--- src/rtl/stream_mux_pkg.sv ---
// Shared types and helpers for the N-input valid/ready stream selector.
// Both the top level and the round-robin arbiter import this package.
package stream_mux_pkg;

    typedef enum logic {MODE_FIXED, MODE_RR} mux_mode_t;
    typedef enum logic {IDLE, LOCKED} mux_state_t;

    // Channel index following idx, wrapping at n back to zero.
    function automatic int next_index(input int idx, input int n);
        if (idx + 1 >= n) begin
            return 0;
        end else begin
            return idx + 1;
        end
    endfunction

endpackage

--- src/rtl/stream_mux_rr_arbiter.sv ---
// Purely combinational round-robin picker: the first requester at or after ptr_i wins.
// Produces a one-hot grant plus the index of the winner.
module rr_arbiter
    import stream_mux_pkg::*;
#(
    parameter int N = 3,
    localparam int IW = $clog2(N)
) (
    input  logic [N-1:0]  req_i,
    input  logic [IW-1:0] ptr_i,
    output logic [N-1:0]  grant_o,
    output logic [IW-1:0] idx_o
);

    logic          found_s;
    logic [IW-1:0] cand_s;

    // Rotating priority search starting at the pointer, wrapping modulo N.
    always_comb begin
        grant_o = '0;
        idx_o   = '0;
        found_s = 1'b0;
        cand_s  = '0;
        for (int k = 0; k < N; k++) begin
            cand_s = IW'((int'(ptr_i) + k) % N);
            if (!found_s && req_i[cand_s]) begin
                grant_o[cand_s] = 1'b1;
                idx_o           = cand_s;
                found_s         = 1'b1;
            end else begin
                found_s = found_s;
            end
        end
    end

endmodule

--- src/rtl/stream_mux_rr.sv ---
// N-input valid/ready selector with a registered output stage, fixed or round-robin
// source selection, and burst lock from first beat until last.
module stream_mux_rr
    import stream_mux_pkg::*;
#(
    parameter int DATA_WIDTH = 32,
    parameter int NUM_INPUTS = 3,
    localparam int SEL_WIDTH = $clog2(NUM_INPUTS)
) (
    input  logic                             clk,
    input  logic                             rst,
    input  logic                             mode,
    input  logic [SEL_WIDTH-1:0]             select,
    input  logic [NUM_INPUTS*DATA_WIDTH-1:0] in_data,
    input  logic [NUM_INPUTS-1:0]            in_valid,
    input  logic [NUM_INPUTS-1:0]            in_last,
    output logic [NUM_INPUTS-1:0]            in_ready,
    output logic [DATA_WIDTH-1:0]            out_data,
    output logic [SEL_WIDTH-1:0]             out_chan,
    output logic                             out_last,
    output logic                             out_valid,
    input  logic                             out_ready
);

    mux_state_t             state_q;
    logic [SEL_WIDTH-1:0]   lock_chan_q;
    logic [SEL_WIDTH-1:0]   rr_ptr_q;
    logic [SEL_WIDTH-1:0]   rr_ptr_d;
    logic [DATA_WIDTH-1:0]  out_data_q;
    logic [DATA_WIDTH-1:0]  out_data_d;
    logic [SEL_WIDTH-1:0]   out_chan_q;
    logic [SEL_WIDTH-1:0]   out_chan_d;
    logic                   out_last_q;
    logic                   out_last_d;
    logic                   out_valid_q;
    logic                   out_valid_d;

    mux_mode_t              mode_s;
    logic                   sel_ok_s;
    logic                   load_s;
    logic                   take_s;
    logic                   last_s;
    logic [NUM_INPUTS-1:0]  grant_s;
    logic [SEL_WIDTH-1:0]   gidx_s;
    logic [NUM_INPUTS-1:0]  arb_grant_s;
    logic [SEL_WIDTH-1:0]   arb_idx_s;

    assign mode_s   = mux_mode_t'(mode);
    assign sel_ok_s = (int'(select) < NUM_INPUTS);
    assign load_s   = !out_valid_q || out_ready;
    assign take_s   = load_s && (grant_s != '0);
    assign last_s   = in_last[gidx_s];
    assign in_ready = load_s ? grant_s : '0;

    rr_arbiter #(
        .N (NUM_INPUTS)
    ) u_arb (
        .req_i   (in_valid),
        .ptr_i   (rr_ptr_q),
        .grant_o (arb_grant_s),
        .idx_o   (arb_idx_s)
    );

    // Grant source: the locked channel wins outright; otherwise fixed select or round-robin.
    always_comb begin
        grant_s = '0;
        gidx_s  = '0;
        case (state_q)
            LOCKED: begin
                if (in_valid[lock_chan_q]) begin
                    grant_s[lock_chan_q] = 1'b1;
                    gidx_s               = lock_chan_q;
                end else begin
                    grant_s = '0;
                end
            end
            IDLE: begin
                if (mode_s == MODE_RR) begin
                    grant_s = arb_grant_s;
                    gidx_s  = arb_idx_s;
                end else if (sel_ok_s && in_valid[select]) begin
                    grant_s[select] = 1'b1;
                    gidx_s          = select;
                end else begin
                    grant_s = '0;
                end
            end
            default: begin
                grant_s = '0;
            end
        endcase
    end

    // Output-stage and pointer next-state; a stall or an empty load keeps the held beat intact.
    always_comb begin
        out_data_d  = out_data_q;
        out_chan_d  = out_chan_q;
        out_last_d  = out_last_q;
        out_valid_d = out_valid_q;
        rr_ptr_d    = rr_ptr_q;
        if (take_s) begin
            out_data_d  = in_data[int'(gidx_s)*DATA_WIDTH +: DATA_WIDTH];
            out_chan_d  = gidx_s;
            out_last_d  = last_s;
            out_valid_d = 1'b1;
        end else if (load_s) begin
            out_valid_d = 1'b0;
        end else begin
            out_valid_d = out_valid_q;
        end
        if (take_s && last_s && (mode_s == MODE_RR)) begin
            rr_ptr_d = SEL_WIDTH'(next_index(int'(gidx_s), NUM_INPUTS));
        end else begin
            rr_ptr_d = rr_ptr_q;
        end
    end

    // Burst-lock FSM, arbitration pointer and registered output beat.
    always_ff @(posedge clk or posedge rst) begin
        if (rst) begin
            state_q     <= IDLE;
            lock_chan_q <= '0;
            rr_ptr_q    <= '0;
            out_data_q  <= '0;
            out_chan_q  <= '0;
            out_last_q  <= 1'b0;
            out_valid_q <= 1'b0;
        end else begin
            out_data_q  <= out_data_d;
            out_chan_q  <= out_chan_d;
            out_last_q  <= out_last_d;
            out_valid_q <= out_valid_d;
            rr_ptr_q    <= rr_ptr_d;
            case (state_q)
                IDLE: begin
                    if (take_s && !last_s) begin
                        state_q     <= LOCKED;
                        lock_chan_q <= gidx_s;
                    end
                end
                LOCKED: begin
                    if (take_s && last_s) begin
                        state_q <= IDLE;
                    end
                end
                default: begin
                    state_q <= IDLE;
                end
            endcase
        end
    end

    assign out_data  = out_data_q;
    assign out_chan  = out_chan_q;
    assign out_last  = out_last_q;
    assign out_valid = out_valid_q;

endmodule

--- config.mk ---
export PLATFORM = sky130hd
export DESIGN_NAME = stream_mux_rr
export DESIGN_NICKNAME = d
export VERILOG_FILES = /design/src/rtl/stream_mux_pkg.sv /design/src/rtl/stream_mux_rr_arbiter.sv /design/src/rtl/stream_mux_rr.sv
export SDC_FILE = /design/constraint.sdc
export NUM_CORES = 1
export LEC_CHECK = 0
export BUFFER_PORTS_ARGS = -buffer_cell sky130_fd_sc_hd__buf_2
export CORE_MARGIN = 4
export CORE_UTILIZATION = 41
export CTS_BUF_LIST = sky130_fd_sc_hd__clkbuf_4 sky130_fd_sc_hd__clkbuf_8
export CTS_CLUSTER_SIZE = 12
export DETAILED_ROUTE_END_ITERATION = 7
export PLACE_DENSITY = 0.77
export SYNTH_ARGS = -nofsm -noshare
export SYNTH_HDL_FRONTEND = slang
export SYNTH_HIERARCHICAL = 1
export SYNTH_SLANG_ARGS = --single-unit
--- constraint.sdc ---
create_clock -name clk -period 2.7 [get_ports clk]
set_input_delay 0.54 -clock clk [delete_from_list [all_inputs] [get_ports clk]]
set_output_delay 0.54 -clock clk [all_outputs]
set_load 0.02 [all_outputs]
==> results.md, run 1 <==
- The arrival time of the worst setup path is 2.41 ns.
- Based on the critical path, the design can be clocked at up to 339 MHz.
- The highest ir drop seen on vdd is 991 uV.
- The worst pin sits at a relative slew slack of 0.243.
- For this block, the routed nets add up to 9430 um of wire.
- The type of element launching the critical path is a register.
- The share of total power in combinational logic is 0.749.
- The TritonCTS clock tree is yes.
- The count of pins over their slew limit is 0.
- The area of the mapped netlist is 2690 um2.
- The cell-internal power is 0.00364 W.
- The core region is 6350 um2.
- The worst setup path category is register to primary output.
- The mean number of vias per cell is 5.58.
- The total count of hold-check failures in the final report is 0.
- The switching power of the nets is 0.00307 W.
- The clock drives 41 sinks.
- Of the total power, registers draw 0.173.
- The count of nets after finishing is 574.
- Setup repair after global routing could not meet its margin everywhere.
- The via count of the first global-routing pass is 2,919.
- Dividing the final minimum period by the clock period gives 1.09.
- The class of the tightest hold or removal check is input pin to async pin.
- The master cell of the clock root buffer is sky130_fd_sc_hd__clkbuf_8.
- Counting the buffers created by CTS gives 5.
- In this run the power density over the cells is 1540 nW/um2.
- The congestion estimate from routability-driven global placement came to 0.865.
- For the pin with the worst max-slew slack, the measured transition is 1.13 ns.
- Of the total power, the share spent switching nets is 0.457.
- The initial antenna violation count is 0.
- The proportion of synthesized chip area in sequential cells is 0.381.
- Prior to clock tree synthesis, the placed netlist has a worst setup slack of -0.186 ns.
- The number of nets in the synthesized netlist is 399.
- Along the worst path, the maximum fanout reaches 4.
- Setup violations remaining at the end of the flow were counted as 41.
- The synthesized instance count is 287.
- The average instance in the mapped netlist occupies 9.38 um2.
- The floorplan die height is 89.0 um.
- The maximum number of pins on one net before global-route repair is 38.
- After layout, the worst setup slack is -0.249 ns.
- In this run the core area contains 29 standard-cell rows.
- The worst-case reg-to-reg path depth is 14.
- After detailed routing, the average wire length per cell comes to 17.5 um.
- The clock latency at the later pin of the worst-skew pair is 0.29 ns.
- The area overhead of the layout relative to synthesis is 61.9%.
- Across all layers, the routed design uses 3,012 vias.
- Leaving out fill and tap cells, the most frequent cells in the layout are sky130_fd_sc_hd__buf_2, sky130_fd_sc_hd__nor2_1, sky130_fd_sc_hd__dfrtp_1.
- The number of H-tree levels is 2.
- Counting the fill cells in the layout gives 474.
- The final cell count without fillers is 540.
- The die covers 7920 um2.
- The initial utilization of the core area, before any placement, comes to 0.424.
- Once detail routing completed, the nets flagged for antenna violations numbered 0.
- The fraction of layout instances using a drive strength above 1 is 0.633.
- The required time of the worst setup path is 2.16 ns.
- The number of input and output port buffers inserted is 146.
- The worst clock skew is 0.00782 ns.
- After the first detailed-routing iteration, the DRC count stood at 114.
- The share of synthesized flip-flops with an asynchronous set or reset is 1.00.
- The commonest non-fill, non-tap cell in the layout is sky130_fd_sc_hd__buf_2.
- Synthesis instantiated 42 different standard cells from the library.
- After layout, the minimum clock period comes to 2.95 ns.
- The overall global routing resource usage is 0.203.
- The flow ran to the end, but the final reports show violations.
- Measured along the x axis, the die boundary spans 89.0 um.
- After clock tree synthesis, the clock-pin slew on the worst setup and hold paths is 0.08 ns.
- Yosys printed 6 warnings.
- In this run the deepest clock path goes through 2 buffers.
- The predominant post-synthesis flop cell is sky130_fd_sc_hd__dfrtp_1.
- Before antenna repair, the detailed router went through 4 iterations.
- The total overflow left after global routing is 0.
- After detailed routing, the number of remaining DRC violations is 0.
- After legalization and detailed placement, the total HPWL measured 6250 um.
- The synthesized design contains 41 register bits.
- The final reports fail on setup timing.
- The number of synthesized flops with an enable pin is 0.
- The static power due to leakage is 2.05 nW.
- The category of the worst setup path capture point is a primary output.
- The wire length of the first global-routing pass is 12,800 um.
- The number of violations of the max-capacitance limit is 0.
- The count of antenna diodes in the layout is 0.
- The share of total power dissipated in the clock network is 0.078.
- The number of placed instances, taps included is 515.
- The count of boundary I/O pins is 147.
[metal layers]
layer / wire [um] / GRT usage
met1: 3630 / 0.226
met2: 4960 / 0.383
met3: 697 / 0.0461
met4: 140 / 0.0609
met5: 0 / 0
[path summary, 6_finish.rpt]
| kind | from | to | slack, ns |
|---|---|---|---|
| min reg2reg | out_last$_DFFE_PP0N_ | out_last$_DFFE_PP0N_ | 0.49 |
| max | rr_ptr_q[1]$_DFFE_PP0P_ | in_ready[2] | -0.25 |
| max reg2reg | rr_ptr_q[1]$_DFFE_PP0P_ | rr_ptr_q[0]$_DFFE_PP0P_ | -0.20 |
| min | rst | out_data[23]$_DFFE_PP0N_ | 0.39 |
| max in group asynchronous | rst | lock_chan_q[0]$_DFFE_PP0P_ | 1.67 |
| min in group clk | in_data[95] | out_data[31]$_DFFE_PP0N_ | 0.49 |
[stage by stage]
step                hold WS, ns  utilization  setup TNS [ns]  power, W  cell area [um2]
floorplan                 0.508            -           -3.12   0.00365             2720
global placement          0.461        0.581          -0.217   0.00478             3690
detailed placement        0.479        0.581           -1.25   0.00490             3690
CTS                       0.408        0.625           -1.58   0.00576             3970
global route              0.464        0.686          -11.01   0.00714             4360
finish                    0.391        0.686           -4.17   0.00672             4360
[power groups by stage]
stage / Sequential (W) / Clock (W) / Combinational (W)
detailed placement: 0.00116 / 0 / 0.00374
CTS: 0.00116 / 0.000531 / 0.00407
floorplan: 0.00148 / 0 / 0.00218
finish: 0.00116 / 0.000522 / 0.00503
global placement: 0.00114 / 0 / 0.00364
global route: 0.00121 / 0.000553 / 0.00538
[logic make-up after synthesis]
family | after synthesis | synth area share
mux | 35 | 0.146
fa+ha+maj | 4 | 0.0186
flops | 41 | 0.381
compound gates | 76 | 0.221
simple gates | 98 | 0.178
buf+inv | 33 | 0.0558
[critical path: stages, from the launching register on]
cell and delay [ns]:
sky130_fd_sc_hd__dfrtp_1 0.43, sky130_fd_sc_hd__inv_2 0.08, sky130_fd_sc_hd__ha_4 0.17, sky130_fd_sc_hd__mux2i_1 0.13, sky130_fd_sc_hd__buf_4 0.14, sky130_fd_sc_hd__or2_1 0.20
sky130_fd_sc_hd__a21oi_1 0.13, sky130_fd_sc_hd__o21a_1 0.14, sky130_fd_sc_hd__a21oi_2 0.06, sky130_fd_sc_hd__a222oi_1 0.31, sky130_fd_sc_hd__buf_4 0.19, sky130_fd_sc_hd__buf_6 0.11
[cell type report]
type | count | area [um2] | share of cell area
Sequential cell | 41 | 1030 | 0.235
Timing Repair Buffer | 189 | 1250 | 0.286
Clock buffer | 7 | 90.1 | 0.0207
Tap cell | 77 | 96.3 | 0.0221
Inverter | 12 | 45.0 | 0.0103
Clock inverter | 1 | 30.0 | 0.00689
Multi-Input combinational cell | 213 | 1820 | 0.418
[synthesized netlist by cell type, types with 4 or more instances]
cell type | number | area [um2]
sky130_fd_sc_hd__o21ai_0 | 5 | 25.0
sky130_fd_sc_hd__a22oi_1 | 5 | 37.5
sky130_fd_sc_hd__mux2_2 | 33 | 372
sky130_fd_sc_hd__a221oi_1 | 33 | 289
sky130_fd_sc_hd__dfrtp_1 | 41 | 1030
sky130_fd_sc_hd__clkbuf_1 | 10 | 37.5
sky130_fd_sc_hd__nor2_1 | 67 | 251
sky130_fd_sc_hd__a211oi_1 | 4 | 30.0
sky130_fd_sc_hd__nand2_1 | 13 | 48.8
sky130_fd_sc_hd__buf_2 | 9 | 45.0
sky130_fd_sc_hd__ha_1 | 4 | 50.1
sky130_fd_sc_hd__a21oi_1 | 12 | 60.1
sky130_fd_sc_hd__inv_1 | 12 | 45.0
[sequential cells by signal, summed over array words and instances, names as in the netlist, named ones only]
register,count
out_last,1
out_valid,1
lock_chan_q,2
out_chan,2
out_data,32
rr_ptr_q,2
[repair_timing]
action | 4_1_cts | 5_1_grt
setup buffers | 8 | 2
hold buffers | 0 | 0
pin swaps | 17 | 7
gates cloned | 1 | 6
gates resized for setup | 19 | 52
endpoints found under the setup margin | 39 | 44
Power figures use the tool's default switching activity.
==> inputs of run 2 (changes only) <==
--- a/config.mk
+++ b/config.mk
@@ -6,6 +6,7 @@
 export NUM_CORES = 1
 export LEC_CHECK = 0
 export BUFFER_PORTS_ARGS = -buffer_cell sky130_fd_sc_hd__buf_2
+export CORE_ASPECT_RATIO = 1.25
 export CORE_MARGIN = 4
 export CORE_UTILIZATION = 41
 export CTS_BUF_LIST = sky130_fd_sc_hd__clkbuf_4 sky130_fd_sc_hd__clkbuf_8
==> run 2 against run 1 <==
  * The run still ends with setup timing left
  * Cell count grew 0.56%
  * Register-to-register slack is essentially flat
  * Worst setup slack gained 0.024 ns
  * Critical path depth shrank 2
  * Via count shrank 1.6%
  * Global-route usage grew 1.5 points
  * Routed wire length shrank 5.7%
  * Worst hold slack gained 0.0075 ns
  * Clock power shrank 24%
  * Count of clock-buffer cells in the layout shrank 1
  * Utilization shrank 4.0 points
==> results.md, run 2 (synthesis gave the netlist of run 1 again) <==
- The mean number of vias per cell was 5.46 (was 5.58).
- The highest ir drop seen on vdd is 677 uV (was 991 uV).
- The cell class contributing the biggest share of worst-path delay is compound AO/OA/AOI/OAI gates (unchanged).
- The number of H-tree levels is 2 (unchanged).
- Failing checks: setup timing (unchanged).
- The most frequent cell on the critical path is sky130_fd_sc_hd__a21oi_1 (was sky130_fd_sc_hd__buf_4).
- The layer with the highest usage is met2 (unchanged).
- The maximum clock path buffer count is 2 (unchanged).
- The worst setup path category is register to primary output (unchanged).
- The via count of the first global-routing pass is 2,963 (was 2,919).
- The total number of vias is 2,965 (was 3,012).
- The largest fanout on the critical path was 4 (unchanged).
- The final setup violation count came to 29 (was 41).
- The power density over the cells is 1440 nW/um2 (was 1540 nW/um2).
- The global route total overflow was 0 (unchanged).
- The initial core utilization is 0.428 (was 0.424).
- The floorplan die height is 98.6 um (was 89.0 um).
- The number of sinks driven by the clock tree is 41 (unchanged).
- The category of the worst setup path capture point is a primary output (unchanged).
- The wire length of the first global-routing pass is 13,700 um (was 12,800 um).
- The shortest period the worst path allows is 2.92 ns (was 2.95 ns).
- Status: finished with violations (unchanged).
- The flip-flop count of the largest register after layout is 32 (unchanged).
- The number of nets with antenna violations after detailed routing came to 0 (unchanged).
- The worst reg-to-reg setup slack was -0.20 ns (about the same).
- The cell-internal power is 0.00313 W (was 0.00364 W).
- The buffering stage count on the worst path with inverters included is 2 (was 4).
- The switching power share of the total was 0.465 (was 0.457).
- The TritonCTS clock tree is yes (unchanged).
- Leading cell types in the layout, fill and taps excluded: sky130_fd_sc_hd__buf_2, sky130_fd_sc_hd__nor2_1, sky130_fd_sc_hd__dfrtp_1 (unchanged).
- The die area is 7930 um2 (was 7920 um2).
- The area overhead of the layout relative to synthesis is 50.9% (was 61.9%).
- RSZ-0062 raised after global routing: yes (unchanged).
- The number of violations of the max-capacitance limit is 0 (unchanged).
- The clock latency at the later pin of the worst-skew pair came to 0.29 ns (about the same).
- The count of antenna diodes in the layout is 0 (unchanged).
- The relative slew slack is 0.239 (was 0.243).
- The initial antenna violation count was 0 (unchanged).
- The met1 routing resource usage after global routing is 0.250 (was 0.226).
- The number of input and output port buffers inserted is 146 (unchanged).
- The source of the worst register-to-register timing path is rr_ptr_q[1]$_DFFE_PP0P_ (unchanged).
- The share of total power in combinational logic is 0.735 (was 0.749).
- The worst-case reg-to-reg path depth is 15 (was 14).
- The number of placement rows came to 32 (was 29).
- The type of element launching the critical path was a register (unchanged).
- The worst slack at placement is -0.161 ns (was -0.186 ns).
- The transition at the pin with the smallest max-transition slack was 1.14 ns (was 1.13 ns).
- Critical Path, Cell by Cell: ha_4 > mux2i_2 > buf_4 > or2_1 > a21oi_1 > o21a_1 > a21oi_1 > a222oi_1 > buf_2 (was inv_2 > ha_4 > mux2i_1 > buf_4 > or2_1 > a21oi_1 > o21a_1 > a21oi_2 > a222oi_1 > buf_4 > buf_6).
- The commonest non-fill, non-tap cell in the layout is sky130_fd_sc_hd__buf_2 (unchanged).
- The end of the worst register-to-register path is rr_ptr_q[1]$_DFFE_PP0P_ (was rr_ptr_q[0]$_DFFE_PP0P_).
- The number of violations reported at the end of detailed-routing iteration 0 is 207 (was 114).
- The static power due to leakage is 1.92 nW (was 2.05 nW).
- The maximum number of pins on one net before global-route repair came to 33 (was 38).
- The worst clock skew is 0.00762 ns (was 0.00782 ns).
- The class of the tightest hold or removal check is input pin to async pin (unchanged).
- The number of buffers added by the clock tree synthesis step is 5 (unchanged).
- The arrival time of the worst setup path is 2.38 ns (was 2.41 ns).
- The wire length reported by the detailed router is 8890 um (was 9430 um).
- The worst hold margin is 0.398 ns (was 0.391 ns).
- The fraction of met2 tracks used by global routing is 0.397 (was 0.383).
- The average wire per standard cell came to 16.4 um (was 17.5 um).
- The post-route fraction of the period consumed by the critical path is 1.08 (was 1.09).
- The achievable frequency came to 342 MHz (was 339 MHz).
- The area of the core is 6290 um2 (was 6350 um2).
- The required time of the worst setup path is 2.16 ns (about the same).
- The placer's final routability congestion estimate came to 0.851 (was 0.865).
- The final routed DRC violation total was 0 (unchanged).
- The switching power of the nets came to 0.00273 W (was 0.00307 W).
- The horizontal extent of the die is 80.5 um (was 89.0 um).
- The half-perimeter wire length of the detailed placement result came to 6590 um (was 6250 um).
- The global routing usage on met3 is 0.0356 (was 0.0461).
- The count of nets after finishing is 570 (was 574).
- The smallest setup slack after layout was -0.225 ns (was -0.249 ns).
- The total count of hold-check failures in the final report is 0 (unchanged).
- The first-pass iteration count of the detailed router is 5 (was 4).
- The count of boundary I/O pins is 147 (unchanged).
- The overall global routing resource usage is 0.218 (was 0.203).
- The share of total power in sequential cells is 0.198 (was 0.173).
- The fraction of layout instances using a drive strength above 1 was 0.568 (was 0.633).
- The delay contributed by the slowest stage of the critical path is 0.46 ns (was 0.43 ns).
- The count of pins over their slew limit is 0 (unchanged).
- The master cell of the clock root buffer is sky130_fd_sc_hd__clkbuf_8 (unchanged).
- The cell with the biggest individual delay on the critical path is sky130_fd_sc_hd__dfrtp_2 (was sky130_fd_sc_hd__dfrtp_1).
- The clock network power share was 0.068 (was 0.078).
- The clock slew seen by the registers of the worst setup and hold paths is 0.07 ns (was 0.08 ns).
[run 2: worst max-delay path by stage]
stage / from / to / slack, ns / depth (start not counted)
final: rr_ptr_q[0]$_DFFE_PP0P_ / in_ready[2] / -0.22 / 9
after global routing: rr_ptr_q[1]$_DFFE_PP0P_ / rr_ptr_q[1]$_DFFE_PP0P_ / -0.35 / 15
after CTS: rr_ptr_q[0]$_DFFE_PP0P_ / in_ready[2] / -0.17 / 9
after detailed placement: rr_ptr_q[0]$_DFFE_PP0P_ / out_data[22]$_DFFE_PP0N_ / -0.16 / 13
after global placement: rr_ptr_q[1]$_DFFE_PP0P_ / rr_ptr_q[0]$_DFFE_PP0P_ / -0.01 / 12
after floorplan: rr_ptr_q[1]$_DFFE_PP0P_ / rr_ptr_q[0]$_DFFE_PP0P_ / -0.25 / 12
[run 2: timing repair]
item | 4_1_cts | 5_1_grt
hold buffers | 0 | 0
pin swaps | 12 | 12
endpoints found under the setup margin | 40 | 44
buffers inserted | 7 | 3
gates resized for setup | 17 | 21
hold endpoints to repair | 0 | 0
cloned | 1 | 0
[run 2: cell type report]
| type | count | area [um2] |
|---|---|---|
| tap | 85 | 106 |
| fill | 530 | 2220 |
| inverter | 12 | 45.0 |
| multi-input combinational | 213 | 1680 |
| clock buffer | 6 | 76.3 |
| timing repair buffer | 185 | 1120 |
| sequential | 41 | 1030 |
| clock inverter | 1 | 8.76 |
[run 2: through the flow]
stage                     area (um2)  power [W]  setup TNS, ns  instances   util
after global placement          3710    0.00484        -0.0386        525  0.591
after detailed placement        3710    0.00495          -3.82        525  0.591
final                           4060    0.00586          -2.79        543  0.646
after global routing            4060    0.00628          -7.31        543  0.646
after floorplan                 2720    0.00365          -3.12        287      -
after CTS                       3960    0.00565          -1.74        540  0.630
[run 2: power groups by stage]
stage | combinational, W | sequential (W) | clock [W]
3_3_place_gp | 0.00369 | 0.00114 | 0
3_5_place_dp | 0.00379 | 0.00116 | 0
2_1_floorplan | 0.00218 | 0.00148 | 0
5_1_grt | 0.00466 | 0.00119 | 0.000436
6_report | 0.00430 | 0.00116 | 0.000396
4_1_cts | 0.00409 | 0.00115 | 0.000406
[run 2: metal layers]
layer,wire (um),vias to the layer above
met1,3190,1406
li1,-,1407
met2,4950,136
met5,0,-
met4,168,0
met3,585,16
